<file path="src/rtl/led_matrix_scan_ctrl.sv">
// Row-scan driver for the 8x8 red/green LED matrix: prefetches the next row from the board RAM
// and applies screen/point blink overlays. Optional SCAN_BLANKING_EN blanks columns after row changes.
module led_matrix_scan_ctrl #(
    parameter int unsigned RAM_RD_LATENCY = 1,
    parameter int unsigned BLANK_CYCLES   = 2
) (
    input  logic       clk,
    input  logic       rst_n,
    input  logic       scan_tick,
    input  logic       en,
    input  logic       flicker_tick,
    input  logic       screen_flicker_en,
    input  logic       point_flicker_en,
    input  logic [5:0] point_flicker_pos,
    input  logic       point_flicker_color,
    output logic [5:0] ram_rd_addr,
    input  logic [1:0] ram_data,
    output logic [7:0] led_row,
    output logic [7:0] led_col_red,
    output logic [7:0] led_col_green
);

    localparam int unsigned PipeDepth = (RAM_RD_LATENCY == 0) ? 1 : RAM_RD_LATENCY;

    logic [2:0] disp_row_q, fetch_row_q, issue_col_q;
    logic       issue_active_q, phase_q;
    logic [7:0] pf_red_q, pf_green_q, dsp_red_q, dsp_green_q;

    logic [PipeDepth-1:0] pipe_vld_q;
    logic [2:0]           pipe_col_q [PipeDepth];

    logic       row_switch, cap_vld, blank;
    logic [2:0] cap_col;
    logic [7:0] row_d, red_d, green_d;

    assign row_switch  = scan_tick & en;
    assign ram_rd_addr = {fetch_row_q, issue_col_q};

    // With a combinational RAM the current address is captured directly; otherwise the
    // pipeline tags each issued column until its data arrives.
    assign cap_vld = (RAM_RD_LATENCY == 0) ? (issue_active_q & en) : pipe_vld_q[PipeDepth-1];
    assign cap_col = (RAM_RD_LATENCY == 0) ? issue_col_q : pipe_col_q[PipeDepth-1];

    always_ff @(posedge clk or negedge rst_n) begin
        if (!rst_n) begin
            disp_row_q     <= 3'd7;
            fetch_row_q    <= 3'd0;
            issue_col_q    <= 3'd0;
            issue_active_q <= 1'b1;
            phase_q        <= 1'b0;
            pf_red_q       <= '0;
            pf_green_q     <= '0;
            dsp_red_q      <= '0;
            dsp_green_q    <= '0;
            pipe_vld_q     <= '0;
            for (int i = 0; i < PipeDepth; i++) pipe_col_q[i] <= 3'd0;
        end else begin
            if (flicker_tick) phase_q <= ~phase_q;

            for (int i = PipeDepth - 1; i > 0; i--) begin
                pipe_vld_q[i] <= pipe_vld_q[i-1];
                pipe_col_q[i] <= pipe_col_q[i-1];
            end
            pipe_vld_q[0] <= issue_active_q & en;
            pipe_col_q[0] <= issue_col_q;

            if (row_switch) begin
                disp_row_q     <= disp_row_q + 3'd1;
                fetch_row_q    <= disp_row_q + 3'd2;
                issue_col_q    <= 3'd0;
                issue_active_q <= 1'b1;
                dsp_red_q      <= pf_red_q;
                dsp_green_q    <= pf_green_q;
                pf_red_q       <= '0;
                pf_green_q     <= '0;
                // Reads still in flight belong to the old row.
                pipe_vld_q     <= '0;
            end else begin
                if (issue_active_q && en) begin
                    if (issue_col_q == 3'd7) issue_active_q <= 1'b0;
                    else                     issue_col_q    <= issue_col_q + 3'd1;
                end
                if (cap_vld) begin
                    pf_red_q[cap_col]   <= ram_data[1];
                    pf_green_q[cap_col] <= ram_data[0];
                end
            end
        end
    end

`ifdef SCAN_BLANKING_EN
    logic [7:0] blank_cnt_q;

    always_ff @(posedge clk or negedge rst_n) begin
        if (!rst_n) begin
            blank_cnt_q <= '0;
        end else if (row_switch) begin
            blank_cnt_q <= 8'(BLANK_CYCLES);
        end else if (blank_cnt_q != 8'd0) begin
            blank_cnt_q <= blank_cnt_q - 8'd1;
        end
    end

    assign blank = (blank_cnt_q != 8'd0);
`else
    logic unused_blank_cycles;
    assign unused_blank_cycles = ^BLANK_CYCLES;
    assign blank = 1'b0;
`endif

    always_comb begin
        row_d   = ~(8'd1 << disp_row_q);
        red_d   = dsp_red_q;
        green_d = dsp_green_q;
        if (point_flicker_en && (point_flicker_pos[5:3] == disp_row_q)) begin
            red_d[point_flicker_pos[2:0]]   = ~phase_q & ~point_flicker_color;
            green_d[point_flicker_pos[2:0]] = ~phase_q & point_flicker_color;
        end
        if ((screen_flicker_en && phase_q) || blank) begin
            red_d   = '0;
            green_d = '0;
        end
        if (!en) begin
            row_d   = 8'hFF;
            red_d   = '0;
            green_d = '0;
        end
    end

    always_ff @(posedge clk or negedge rst_n) begin
        if (!rst_n) begin
            led_row       <= 8'hFF;
            led_col_red   <= '0;
            led_col_green <= '0;
        end else begin
            led_row       <= row_d;
            led_col_red   <= red_d;
            led_col_green <= green_d;
        end
    end

endmodule

</file>
<file path="config.mk">
export PLATFORM = sky130hd
export DESIGN_NAME = led_matrix_scan_ctrl
export DESIGN_NICKNAME = d
export VERILOG_FILES = /design/src/rtl/led_matrix_scan_ctrl.sv
export SDC_FILE = /design/constraint.sdc
export NUM_CORES = 1
export LEC_CHECK = 0
export BUFFER_PORTS_ARGS = -buffer_cell sky130_fd_sc_hd__buf_2
export CORE_UTILIZATION = 40
export CTS_BUF_LIST = sky130_fd_sc_hd__clkbuf_8
export DETAILED_ROUTE_END_ITERATION = 12
export SLEW_MARGIN = 20
export SYNTH_ARGS = -nofsm -noshare
export SYNTH_HDL_FRONTEND = slang
export SYNTH_SLANG_ARGS = --single-unit
</file>
<file path="constraint.sdc">
create_clock -name clk -period 3.1 [get_ports clk]
set_input_delay 0.31 -clock clk [delete_from_list [all_inputs] [get_ports clk]]
set_output_delay 0.31 -clock clk [all_outputs]
set_load 0.02 [all_outputs]
</file>
==> results of run 1 <==
==> state kept, by name, summed over array words and instances, names as in the netlist, 3 cells and up <==
name and flops:
pf_green_q 8, pf_red_q 8, fetch_row_q 3, disp_row_q 3, cap_col 3, dsp_green_q 8
dsp_red_q 8, issue_col_q 3, led_row 8, led_col_red 8, led_col_green 8
==> Yosys cell counts, types with 2 or more instances <==
cell	count	share of area
sky130_fd_sc_hd__dfstp_2	12	0.10
sky130_fd_sc_hd__nand2_1	77	0.092
sky130_fd_sc_hd__and4bb_2	3	0.012
sky130_fd_sc_hd__buf_2	5	0.0080
sky130_fd_sc_hd__buf_1	2	0.0024
sky130_fd_sc_hd__o22ai_1	3	0.0060
sky130_fd_sc_hd__nor4bb_1	3	0.0096
sky130_fd_sc_hd__o21ai_0	5	0.0080
sky130_fd_sc_hd__inv_1	6	0.0072
sky130_fd_sc_hd__nand3_1	3	0.0048
sky130_fd_sc_hd__dfrtp_1	59	0.47
sky130_fd_sc_hd__ha_1	8	0.032
sky130_fd_sc_hd__a22oi_1	2	0.0048
sky130_fd_sc_hd__xor2_2	2	0.010
sky130_fd_sc_hd__xnor2_1	5	0.014
sky130_fd_sc_hd__clkbuf_1	5	0.0060
sky130_fd_sc_hd__nor4_2	4	0.016
sky130_fd_sc_hd__nand4_1	6	0.012
sky130_fd_sc_hd__nor2_1	17	0.020
sky130_fd_sc_hd__mux2i_1	33	0.11
sky130_fd_sc_hd__nand4b_1	6	0.017
==> metal layers <==
| layer | part of all wire | vias to the layer above | wire [µm] |
|---|---|---|---|
| met5 | 0 | - | 0 |
| met4 | 0.016 | 0 | 95 |
| met3 | 0.038 | 10 | 218 |
| met2 | 0.45 | 37 | 2570 |
| met1 | 0.50 | 947 | 2880 |
| li1 | - | 1029 | - |
==> per-stage QoR <==
step	worst slack [ns]	std cells	total power, µW	utilization	hold WS (ns)
after floorplan	1.67	279	1510	-	0.0144
after global placement	1.54	412	1660	0.465	0.263
after detailed placement	1.55	412	1670	0.465	0.268
after CTS	1.54	429	2490	0.495	0.125
after global routing	1.41	429	2600	0.495	0.131
final	1.55	429	2450	0.495	0.137
==> cell type report <==
type | instances | share of cell area
well taps | 99 | 0.0338
inverters | 6 | 0.00614
clock buffers | 9 | 0.0338
multi-input cells | 189 | 0.344
flip-flops and latches | 71 | 0.488
repair buffers | 48 | 0.0682
clock inverters | 7 | 0.0256
==> worst reg2reg max path, cell delays in order, from the launching register on <==
cell,delay (ns)
sky130_fd_sc_hd__dfstp_2,0.67
sky130_fd_sc_hd__xor2_2,0.16
sky130_fd_sc_hd__nor4_2,0.39
sky130_fd_sc_hd__mux2i_1,0.23
==> how the worst max path moves through the flow <==
stage	startpoint	end	slack, ns	depth (start not counted)
after floorplan	issue_col_q[0]	issue_col_q[1]	1.67	5
after global placement	en	fetch_row_q[1]	1.54	4
after detailed placement	en	fetch_row_q[2]	1.55	4
after CTS	disp_row_q[2]	led_col_green[7]	1.54	3
after global routing	disp_row_q[2]	led_col_green[7]	1.41	3
final	disp_row_q[2]	led_col_green[7]	1.55	3
==> cell families (layout without fill, tap and decap cells) <==
group / count (synthesis) / count (layout) / share of synthesized area
multiplexers: 33 / 33 / 0.105
XOR/XNOR: 9 / 9 / 0.0359
adder cells (fa/ha/maj): 8 / 8 / 0.0319
flip-flops: 71 / 71 / 0.571
AND/OR/NAND/NOR: 127 / 127 / 0.205
buffers and inverters: 19 / 70 / 0.0259
AO/OA/AOI/OAI: 12 / 12 / 0.0247
==> where the power goes <==
part / leakage, µW / internal (µW) / total (µW) / switching, µW
registers: 0.000933 / 1060 / 1170 / 111
logic: 0.000808 / 176 / 474 / 299
clock network: 0.000116 / 457 / 805 / 349
total: 0.00186 / 1690 / 2450 / 758
==> repair_timing <==
| action | in CTS | in global routing |
|---|---|---|
| hold buffers | 1 | 0 |
| setup buffers | 0 | 0 |
| hold endpoints to repair | 17 | 0 |
==> qor.csv, run 1 <==
stage,metric,value,unit
finish,Fill cells,710,
timing,Tmin final,1.55,ns
worst_setup_path,"Slowest-stage cell, CP",sky130_fd_sc_hd__dfstp_2,
clock_tree,clock tree sinks,71,
worst_setup_path,category of the most critical setup path,reg2reg,
timing,setup repair after global routing missed its margin,no,
run,number of maximum-capacitance violations,0,
logic_synthesis,ys async rst share,1.00,
finish,"Non-Filler Cell Area, Final",3670,µm²
worst_setup_path,family with the most delay on the worst path,flip-flops,
clock_tree,CTS Root Buffer Type,sky130_fd_sc_hd__clkbuf_8,
timing,Max Fclk,645,MHz
global_routing,grt peak-use layer,met2,
placement,number of I/O port buffers,45,
timing,Setup TNS Final,0,ns
worst_setup_path,"Buf+Inv Stages, Crit Path",0,
finish,area used by multi-input combinational logic,1260,µm²
finish,"commonest non-fill, non-tap cell in the layout",sky130_fd_sc_hd__nand2_1,
route,post-DR vias/cell,4.72,
worst_setup_path,Register-to-Register Setup Slack,1.55,ns
route,violation count after the first detailed-route iteration,127,
global_routing,first-pass GRT wire length,10100,µm
logic_synthesis,mean cell area of the mapped netlist,11.2,µm²
die,Initial Utilization,0.423,
worst_setup_path,critical path endpoint category,flip-flop,
power_and_ir_drop,leakage component of the power,0.00186,µW
route,drc violations,0,
worst_setup_path,worst reg2reg path depth,3,
placement,HPWL Detailed,4000,µm
clock_tree,clock edge transition at the registers on the reported setup and hold paths,0.08,ns
global_routing,maximum number of pins on one net before global-route repair,55,
clock_tree,cts bufs inserted,9,
global_routing,vias in the first global route,2014,
timing,Worst Tran Pin Value,0.761,ns
route,WL/cell,13.4,µm
logic_synthesis,primary flip-flop cell chosen by synthesis mapping,sky130_fd_sc_hd__dfrtp_1,
worst_setup_path,type of origin of the critical path,flip-flop,
die,standard cell core area,7410,µm²
worst_setup_path,largest driver fanout on the critical path,10,
logic_synthesis,number of synthesized flops with an enable pin,0,
power_and_ir_drop,Peak VDD IR,0.000289,V
worst_hold_path,capture endpoint of the worst hold path,phase_q,
worst_hold_path,worst min-delay path startpoint,flicker_tick,
route,TritonRoute pass-1 iters,6,
route,post-route antenna net violation count,0,
worst_setup_path,FF-to-FF End,led_col_green[7],
worst_setup_path,Crit path largest cell delay,0.67,ns
outcome,result of the run,"finished, final reports clean",
timing,worst slew slack as a fraction of its limit,0.491,
timing,Final Slew Violations,0,
placement,post-place instance area,3440,µm²
timing,Final Cycle Share,0.500,
timing,number of endpoints with negative hold slack in the final report,0,
logic_synthesis,number of synthesized register bits,71,
logic_synthesis,cell count after synthesis,279,
clock_tree,clock tree from TritonCTS,yes,
worst_setup_path,"Arr. time, crit path",1.81,ns
logic_synthesis,number of warnings reported in the yosys synthesis log,0,
clock_tree,deepest level of the CTS H-tree,3,
logic_synthesis,share of synthesized area occupied by flip-flops and latches,0.571,
die,DIE WIDTH,90.6,µm
route,Via Count,2023,
placement,global placer's final weighted congestion,0.789,
worst_hold_path,cell count of the worst hold path,2,
global_routing,number of antenna violations at the first check in global routing,0,
finish,most used cells in the layout excluding fill and tap cells,"sky130_fd_sc_hd__nand2_1, sky130_fd_sc_hd__dfrtp_1, sky130_fd_sc_hd__buf_2",
die,# rows,31,
finish,register area,1790,µm²
die,chip height,90.6,µm
worst_setup_path,startpoint of the worst-slack reg-to-reg timing path,disp_row_q[2],
clock_tree,Max clock buf depth,2,
finish,Final Net Count,349,
logic_synthesis,Synth Net Count,303,
global_routing,met3 Resource Use GR,0.0328,
logic_synthesis,Syn Std Cell Area,3140,µm²
global_routing,GRT Resource Usage Total,0.156,
global_routing,met2 Usage GRT,0.231,
worst_hold_path,Tightest Hold Check Type,in2reg,
worst_setup_path,"critical path, cell by cell","xor2_2, nor4_2, mux2i_1",
clock_tree,later-pin clock latency in the skew report,0.34,ns
finish,area growth from synthesis to layout,17.0,%
power_and_ir_drop,ratio of total power to cell area,668,nW/µm²
global_routing,final global-route overflow total,0,
die,Die Area,8200,µm²
clock_tree,number of resized instances in the post-cts repair step,0,
finish,Antenna Cells,0,
die,number of top-level pins,46,
finish,fraction of final layout cells with drive strength greater than 1,0.261,
worst_setup_path,CP Data Required Time,3.36,ns
timing,endpoints failing setup,0,
timing,final worst clock skew,0.0129,ns
route,detailed-route wire length,5760,µm
logic_synthesis,count of different cell masters after synthesis,34,
global_routing,met1 Use GR,0.221,
Power figures use the tool's default switching activity.
==> run 2, diff against run 1 <==
--- a/config.mk
+++ b/config.mk
@@ -5,6 +5,7 @@
 export SDC_FILE = /design/constraint.sdc
 export NUM_CORES = 1
 export LEC_CHECK = 0
+export ABC_AREA = 1
 export BUFFER_PORTS_ARGS = -buffer_cell sky130_fd_sc_hd__buf_2
 export CORE_UTILIZATION = 40
 export CTS_BUF_LIST = sky130_fd_sc_hd__clkbuf_8
==> constraint.sdc (replaced) <==
create_clock -name clk -period 1.3 [get_ports clk]
set_input_delay 0.13 -clock clk [delete_from_list [all_inputs] [get_ports clk]]
set_output_delay 0.13 -clock clk [all_outputs]
set_load 0.02 [all_outputs]
==> run 2 against run 1 <==
Net effect: non-clock buffer count rose by 25; the flow now finishes with violations (setup timing); sequential cell count did not move; combinational power rose to 4.9 times the previous value; critical endpoint is now led_col_green[6]; wire length rose by 17%; clock power rose to 2.5 times the previous value; sequential power rose by 140%; hold slack got worse by 0.018 ns; global-route usage rose by 2.5 points; final cell count rose by 24%; clock skew fell by 0.0035 ns; power rose to 2.9 times the previous value.
==> qor.csv, run 2 <==
stage,metric,value,unit
route,WL/cell,12.7,µm
logic_synthesis,number of synthesized flops with an enable pin,0,
logic_synthesis,number of warnings reported in the yosys synthesis log,0,
worst_setup_path,category of the most critical setup path,reg2reg,
finish,Final Net Count,447,
logic_synthesis,ranking of synthesized cells by area,"sky130_fd_sc_hd__dfrtp_1, sky130_fd_sc_hd__dfstp_2, sky130_fd_sc_hd__nand2_1",
finish,fraction of final layout cells with drive strength greater than 1,0.322,
die,chip height,91.4,µm
worst_setup_path,"critical path, cell by cell","inv_2, nand2_2, nand2_4, nor2_8, buf_12, nand4_1, nand2_2, nor2_4",
route,TritonRoute pass-1 iters,4,
finish,"commonest non-fill, non-tap cell in the layout",sky130_fd_sc_hd__nand2_1,
outcome,result of the run,"complete, but fails checks",
worst_setup_path,type of origin of the critical path,flip-flop,
die,Die Area,8350,µm²
logic_synthesis,cell count after synthesis,351,
timing,endpoints failing setup,16,
worst_setup_path,critical path endpoint category,flip-flop,
worst_setup_path,"Buf+Inv Stages, Crit Path",2,
global_routing,GRT Resource Usage Total,0.182,
global_routing,vias in the first global route,2486,
run,number of maximum-capacitance violations,0,
logic_synthesis,top cell type by total area after synthesis,sky130_fd_sc_hd__dfrtp_1,
power_and_ir_drop,Peak VDD IR,0.000811,V
worst_setup_path,largest driver fanout on the critical path,5,
logic_synthesis,share of synthesized area occupied by flip-flops and latches,0.561,
global_routing,number of antenna violations at the first check in global routing,0,
global_routing,maximum number of pins on one net before global-route repair,72,
die,number of top-level pins,46,
logic_synthesis,leading cell type by number of instances after synthesis,sky130_fd_sc_hd__nand2_1,
clock_tree,clock edge transition at the registers on the reported setup and hold paths,0.07,ns
worst_setup_path,worst reg2reg path depth,8,
logic_synthesis,ys async rst share,1.00,
worst_setup_path,startpoint of the worst-slack reg-to-reg timing path,disp_row_q[0],
logic_synthesis,Synth Net Count,375,
route,violation count after the first detailed-route iteration,113,
finish,non-filler instance count after layout,530,
worst_setup_path,"Arr. time, crit path",1.70,ns
die,# rows,32,
finish,most used cells in the layout excluding fill and tap cells,"sky130_fd_sc_hd__nand2_1, sky130_fd_sc_hd__inv_1, sky130_fd_sc_hd__dfrtp_1",
die,Initial Utilization,0.413,
finish,area growth from synthesis to layout,29.4,%
worst_setup_path,FF-to-FF End,led_col_green[6],
finish,final cell utilization of the core,0.535,
worst_setup_path,family with the most delay on the worst path,simple AND/OR/NAND/NOR gates,
clock_tree,CTS Root Buffer Type,sky130_fd_sc_hd__clkbuf_8,
timing,Max Fclk,686,MHz
timing,worst slew slack as a fraction of its limit,0.574,
worst_hold_path,Tightest Hold Check Type,in2reg,
logic_synthesis,mean cell area of the mapped netlist,9.10,µm²
global_routing,final global-route overflow total,0,
worst_hold_path,capture endpoint of the worst hold path,issue_active_q,
worst_hold_path,cell count of the worst hold path,4,
route,detailed-route wire length,6740,µm
clock_tree,cts bufs inserted,9,
worst_setup_path,"Slowest-stage cell, CP",sky130_fd_sc_hd__dfstp_2,
clock_tree,deepest level of the CTS H-tree,3,
logic_synthesis,Syn Std Cell Area,3190,µm²
timing,Final Cycle Share,1.12,
worst_setup_path,Register-to-Register Setup Slack,-0.16,ns
power_and_ir_drop,leakage component of the power,0.00202,µW
route,Via Count,2519,
die,standard cell core area,7730,µm²
logic_synthesis,Commonest cells post-synth,"sky130_fd_sc_hd__nand2_1, sky130_fd_sc_hd__inv_1, sky130_fd_sc_hd__dfrtp_1, sky130_fd_sc_hd__nand4_1, sky130_fd_sc_hd__o21ai_0",
placement,number of I/O port buffers,45,
timing,final worst clock skew,0.00942,ns
placement,global placer's final weighted congestion,0.765,
timing,setup repair after global routing missed its margin,yes,
global_routing,first-pass GRT wire length,11800,µm
outcome,failing checks,setup timing,
timing,Tmin final,1.46,ns
timing,Final Slew Violations,0,
logic_synthesis,primary flip-flop cell chosen by synthesis mapping,sky130_fd_sc_hd__dfrtp_1,
die,DIE WIDTH,91.4,µm
placement,HPWL Detailed,4300,µm
placement,count of placed standard cells including taps,500,
logic_synthesis,count of different cell masters after synthesis,29,
route,post-DR vias/cell,4.75,
finish,Antenna Cells,0,
worst_setup_path,Crit path largest cell delay,0.55,ns
timing,Worst Tran Pin Value,0.634,ns
logic_synthesis,number of synthesized register bits,71,
clock_tree,clock tree sinks,71,
timing,number of endpoints with negative hold slack in the final report,0,
worst_setup_path,CP Data Required Time,1.54,ns
worst_hold_path,worst min-delay path startpoint,en,
worst_setup_path,Critical Path Most Common Cell,sky130_fd_sc_hd__nand2_2,
clock_tree,later-pin clock latency in the skew report,0.35,ns
route,drc violations,0,
clock_tree,clock tree from TritonCTS,yes,
clock_tree,Max clock buf depth,2,
logic_synthesis,Yosys top cell area share,0.462,
timing,Setup WS post-layout,-0.159,ns
route,post-route antenna net violation count,0,
power_and_ir_drop,ratio of total power to cell area,1720,nW/µm²
run 2: metrics by stage:
stage	cell area [µm²]	TNS [ns]	hold WS [ns]	worst slack, ns	power (µW)
floorplan	3200	-0.473	-0.166	-0.0437	4020
global placement	3640	-3.00	0.182	-0.200	4640
detailed placement	3640	-3.22	0.186	-0.232	4680
CTS	4070	-1.88	0.0988	-0.135	7030
global route	4130	-3.18	0.153	-0.233	7540
finish	4130	-1.85	0.119	-0.159	7120
run 2: worst reg2reg max path, stage by stage (launching register included):
cell,delay [ns]
sky130_fd_sc_hd__dfstp_2,0.55
sky130_fd_sc_hd__inv_2,0.05
sky130_fd_sc_hd__nand2_2,0.07
sky130_fd_sc_hd__nand2_4,0.08
sky130_fd_sc_hd__nor2_8,0.19
sky130_fd_sc_hd__buf_12,0.13
sky130_fd_sc_hd__nand4_1,0.11
sky130_fd_sc_hd__nand2_2,0.14
sky130_fd_sc_hd__nor2_4,0.04
run 2: repair_timing:
action / in CTS / in global routing
hold endpoints to repair: 61 / 0
buffers inserted: 7 / 4
setup endpoints to repair: 17 / 23
gates cloned: 3 / 0
resized for setup: 16 / 21
hold buffers: 3 / 0
pin swaps: 24 / 29
run 2: worst max-delay path by stage:
stage / startpoint / to / cells after the start
after floorplan: disp_row_q[2] / led_col_green[0] / 10
after global placement: disp_row_q[1] / led_col_red[4] / 6
after detailed placement: disp_row_q[1] / led_col_green[7] / 6
after CTS: disp_row_q[0] / led_col_red[1] / 9
after global routing: disp_row_q[2] / led_col_green[3] / 9
final: disp_row_q[0] / led_col_green[6] / 8
run 2: logic make-up after synthesis:
family / after synthesis / synth area share
DFF: 71 / 0.561
adders and majority gates: 8 / 0.0313
AOI/OAI and AO/OA: 43 / 0.0756
buffers and inverters: 78 / 0.0987
xor gates and xnor gates: 3 / 0.00823
and+or+nand+nor: 148 / 0.225
run 2: metal layers:
metal	track usage	share of wire
met5	0	0
met4	0.102	0.033
met3	0.0486	0.048
met2	0.277	0.47
met1	0.234	0.45
run 2: area by class of cell:
cell class                      count  area [µm²]
Sequential cell                    71        1790
Clock buffer                       12         165
Multi-Input combinational cell    204        1200
Inverter                           64         243
Clock inverter                      4        68.8
Fill cell                         689        3590
Timing Repair Buffer               73         536
Tap cell                          102         128
run 2: power breakdown:
| part | internal, µW | switching, µW | total (µW) |
|---|---|---|---|
| clock | 1230 | 805 | 2030 |
| sequential | 2590 | 199 | 2790 |
| combinational | 971 | 1330 | 2300 |
| total | 4790 | 2330 | 7120 |
==> run 3, diff against run 2 <==
==> constraint.sdc (replaced) <==
create_clock -name clk -period 1.8 [get_ports clk]
set_input_delay 0.18 -clock clk [delete_from_list [all_inputs] [get_ports clk]]
set_output_delay 0.18 -clock clk [all_outputs]
set_load 0.02 [all_outputs]
==> run 3 against run 2 <==
Net effect: the flow now finishes without violations; sequential power fell by 26%; clock-buffer cell count fell by 2; sequential share of layout area rose by 3.7 points; largest cell class unchanged.
==> qor.csv, run 3 (synthesized netlist as in run 2, its figures left out) <==
stage,metric,value,unit
clock_tree,clock edge transition at the registers on the reported setup and hold paths,0.08,ns
power_and_ir_drop,Peak VDD IR,0.000416,V
worst_setup_path,type of origin of the critical path,flip-flop,
timing,worst slew slack as a fraction of its limit,0.557,
die,DIE WIDTH,91.4,µm
global_routing,number of antenna violations at the first check in global routing,0,
timing,post-route worst hold slack,0.0364,ns
timing,setup repair after global routing missed its margin,no,
worst_setup_path,Critical Path Most Common Cell,sky130_fd_sc_hd__nor2_1,
timing,number of endpoints with negative hold slack in the final report,0,
worst_setup_path,"Buf+Inv Stages, Crit Path",1,
finish,most used cells in the layout excluding fill and tap cells,"sky130_fd_sc_hd__nand2_1, sky130_fd_sc_hd__inv_1, sky130_fd_sc_hd__dfrtp_1",
die,number of top-level pins,46,
route,post-DR vias/cell,4.67,
finish,non-filler instance count after layout,506,
finish,Final Net Count,423,
route,violation count after the first detailed-route iteration,90,
finish,fraction of final layout cells with drive strength greater than 1,0.230,
placement,HPWL Detailed,4270,µm
die,Initial Utilization,0.413,
worst_setup_path,critical path endpoint category,flip-flop,
clock_tree,number of resized instances in the post-cts repair step,0,
clock_tree,clock tree from TritonCTS,yes,
timing,endpoints failing setup,0,
placement,number of I/O port buffers,45,
timing,Tmin final,1.64,ns
clock_tree,clock tree sinks,71,
clock_tree,later-pin clock latency in the skew report,0.36,ns
worst_hold_path,Tightest Hold Check Type,in2reg,
power_and_ir_drop,net switching power of the design,1540,µW
die,chip height,91.4,µm
die,Die Area,8350,µm²
finish,"commonest non-fill, non-tap cell in the layout",sky130_fd_sc_hd__nand2_1,
global_routing,GRT Resource Usage Total,0.164,
worst_setup_path,"Slowest-stage cell, CP",sky130_fd_sc_hd__dfstp_2,
route,detailed-route wire length,6120,µm
die,standard cell core area,7730,µm²
worst_setup_path,largest driver fanout on the critical path,15,
placement,global placer's final weighted congestion,0.810,
clock_tree,Max clock buf depth,2,
route,WL/cell,12.1,µm
worst_setup_path,CP Data Required Time,2.05,ns
global_routing,vias in the first global route,2210,
run,number of maximum-capacitance violations,0,
power_and_ir_drop,switching power as a share of total power,0.324,
global_routing,maximum number of pins on one net before global-route repair,53,
clock_tree,CTS Root Buffer Type,sky130_fd_sc_hd__clkbuf_8,
finish,Antenna Cells,0,
timing,Worst Tran Pin Value,0.661,ns
worst_setup_path,family with the most delay on the worst path,simple AND/OR/NAND/NOR gates,
power_and_ir_drop,relative contribution of the clock network to total power,0.329,
route,Via Count,2365,
route,TritonRoute pass-1 iters,4,
worst_setup_path,category of the most critical setup path,reg2reg,
power_and_ir_drop,total internal power,3200,µW
worst_setup_path,Crit path largest cell delay,0.60,ns
finish,area growth from synthesis to layout,19.2,%
power_and_ir_drop,ratio of total power to cell area,1240,nW/µm²
timing,Final Slew Violations,0,
global_routing,first-pass GRT wire length,10400,µm
power_and_ir_drop,leakage component of the power,0.00188,µW
worst_setup_path,"Arr. time, crit path",1.89,ns
timing,Max Fclk,612,MHz
placement,count of placed standard cells including taps,488,
outcome,result of the run,"finished, final reports clean",
timing,Final Cycle Share,0.908,
route,drc violations,0,
clock_tree,cts bufs inserted,9,
power_and_ir_drop,share of total power in sequential cells,0.434,
route,post-route antenna net violation count,0,
timing,final worst clock skew,0.0100,ns
power_and_ir_drop,combinational fraction of design power,0.237,
clock_tree,deepest level of the CTS H-tree,3,
worst_setup_path,"critical path, cell by cell","nor2_1, nor2_4, buf_4, nand4_1, nand2_1, nor2_1",
timing,Setup TNS Final,0,ns
global_routing,final global-route overflow total,0,
die,# rows,32,
==> run 3: cell count changes in the layout (fill, tap and decap cells not counted), sizes merged <==
cell         change
buf             -21
clkbuf           -2
nor2             -2
bufinv           +1
clkinv           +1
clkinvlp         +1
dlygate4sd3      -1
inv              -1
==> run 3: routing by layer <==
layer | part of all wire | GRT usage
met1 | 0.50 | 0.221
met3 | 0.042 | 0.0452
met4 | 0.016 | 0.0794
met2 | 0.44 | 0.244
met5 | 0 | 0
==> run 3: cell type report <==
cell class | instances | area [µm²]
sequential | 71 | 1790
clock inverter | 6 | 108
tap | 102 | 128
clock buffer | 10 | 138
fill | 768 | 3920
timing repair buffer | 51 | 313
multi-input combinational | 202 | 1090
inverter | 64 | 243
==> run 3: per-stage QoR <==
stage | area [µm²] | power, µW | setup slack, ns | utilization
after floorplan | 3190 | 2890 | 0.405 | -
after global placement | 3540 | 3170 | 0.221 | 0.458
after detailed placement | 3540 | 3200 | 0.207 | 0.458
after CTS | 3810 | 4780 | 0.193 | 0.493
after global routing | 3810 | 5020 | 0.0558 | 0.493
final | 3810 | 4730 | 0.165 | 0.493
==> run 3: power by group through the flow <==
| stage | registers, µW | logic [µW] | clock network (µW) |
|---|---|---|---|
| floorplan | 2170 | 721 | 0 |
| CTS | 2060 | 1130 | 1590 |
| global placement | 2070 | 1100 | 0 |
| finish | 2060 | 1120 | 1560 |
| global route | 2090 | 1270 | 1660 |
| detailed placement | 2090 | 1120 | 0 |
==> run 3: timing repair <==
action	in CTS	in global routing
buffers inserted	0	0
hold endpoints to repair	68	0
hold buffers	2	0
==> run 3: path summary, 6_finish.rpt <==
path                                 from                to  slack, ns  cells past startpoint
setup / recovery            disp_row_q[1]  led_col_green[0]       0.16                      6
hold / removal                  scan_tick           cap_vld       0.04                      2
setup reg to reg            disp_row_q[1]  led_col_green[0]       0.16                      6
hold reg to reg            issue_col_q[2]        cap_col[2]       0.43                      0
max in group asynchronous           rst_n        led_row[4]       1.15                      3
min in group asynchronous           rst_n           phase_q       0.34                      3
==> run 3: worst register-to-register path: stages (launching register included) <==
cell                      delay (ns)
sky130_fd_sc_hd__dfstp_2        0.60
sky130_fd_sc_hd__nor2_1         0.09
sky130_fd_sc_hd__nor2_4         0.34
sky130_fd_sc_hd__buf_4          0.25
sky130_fd_sc_hd__nand4_1        0.11
sky130_fd_sc_hd__nand2_1        0.09
sky130_fd_sc_hd__nor2_1         0.04
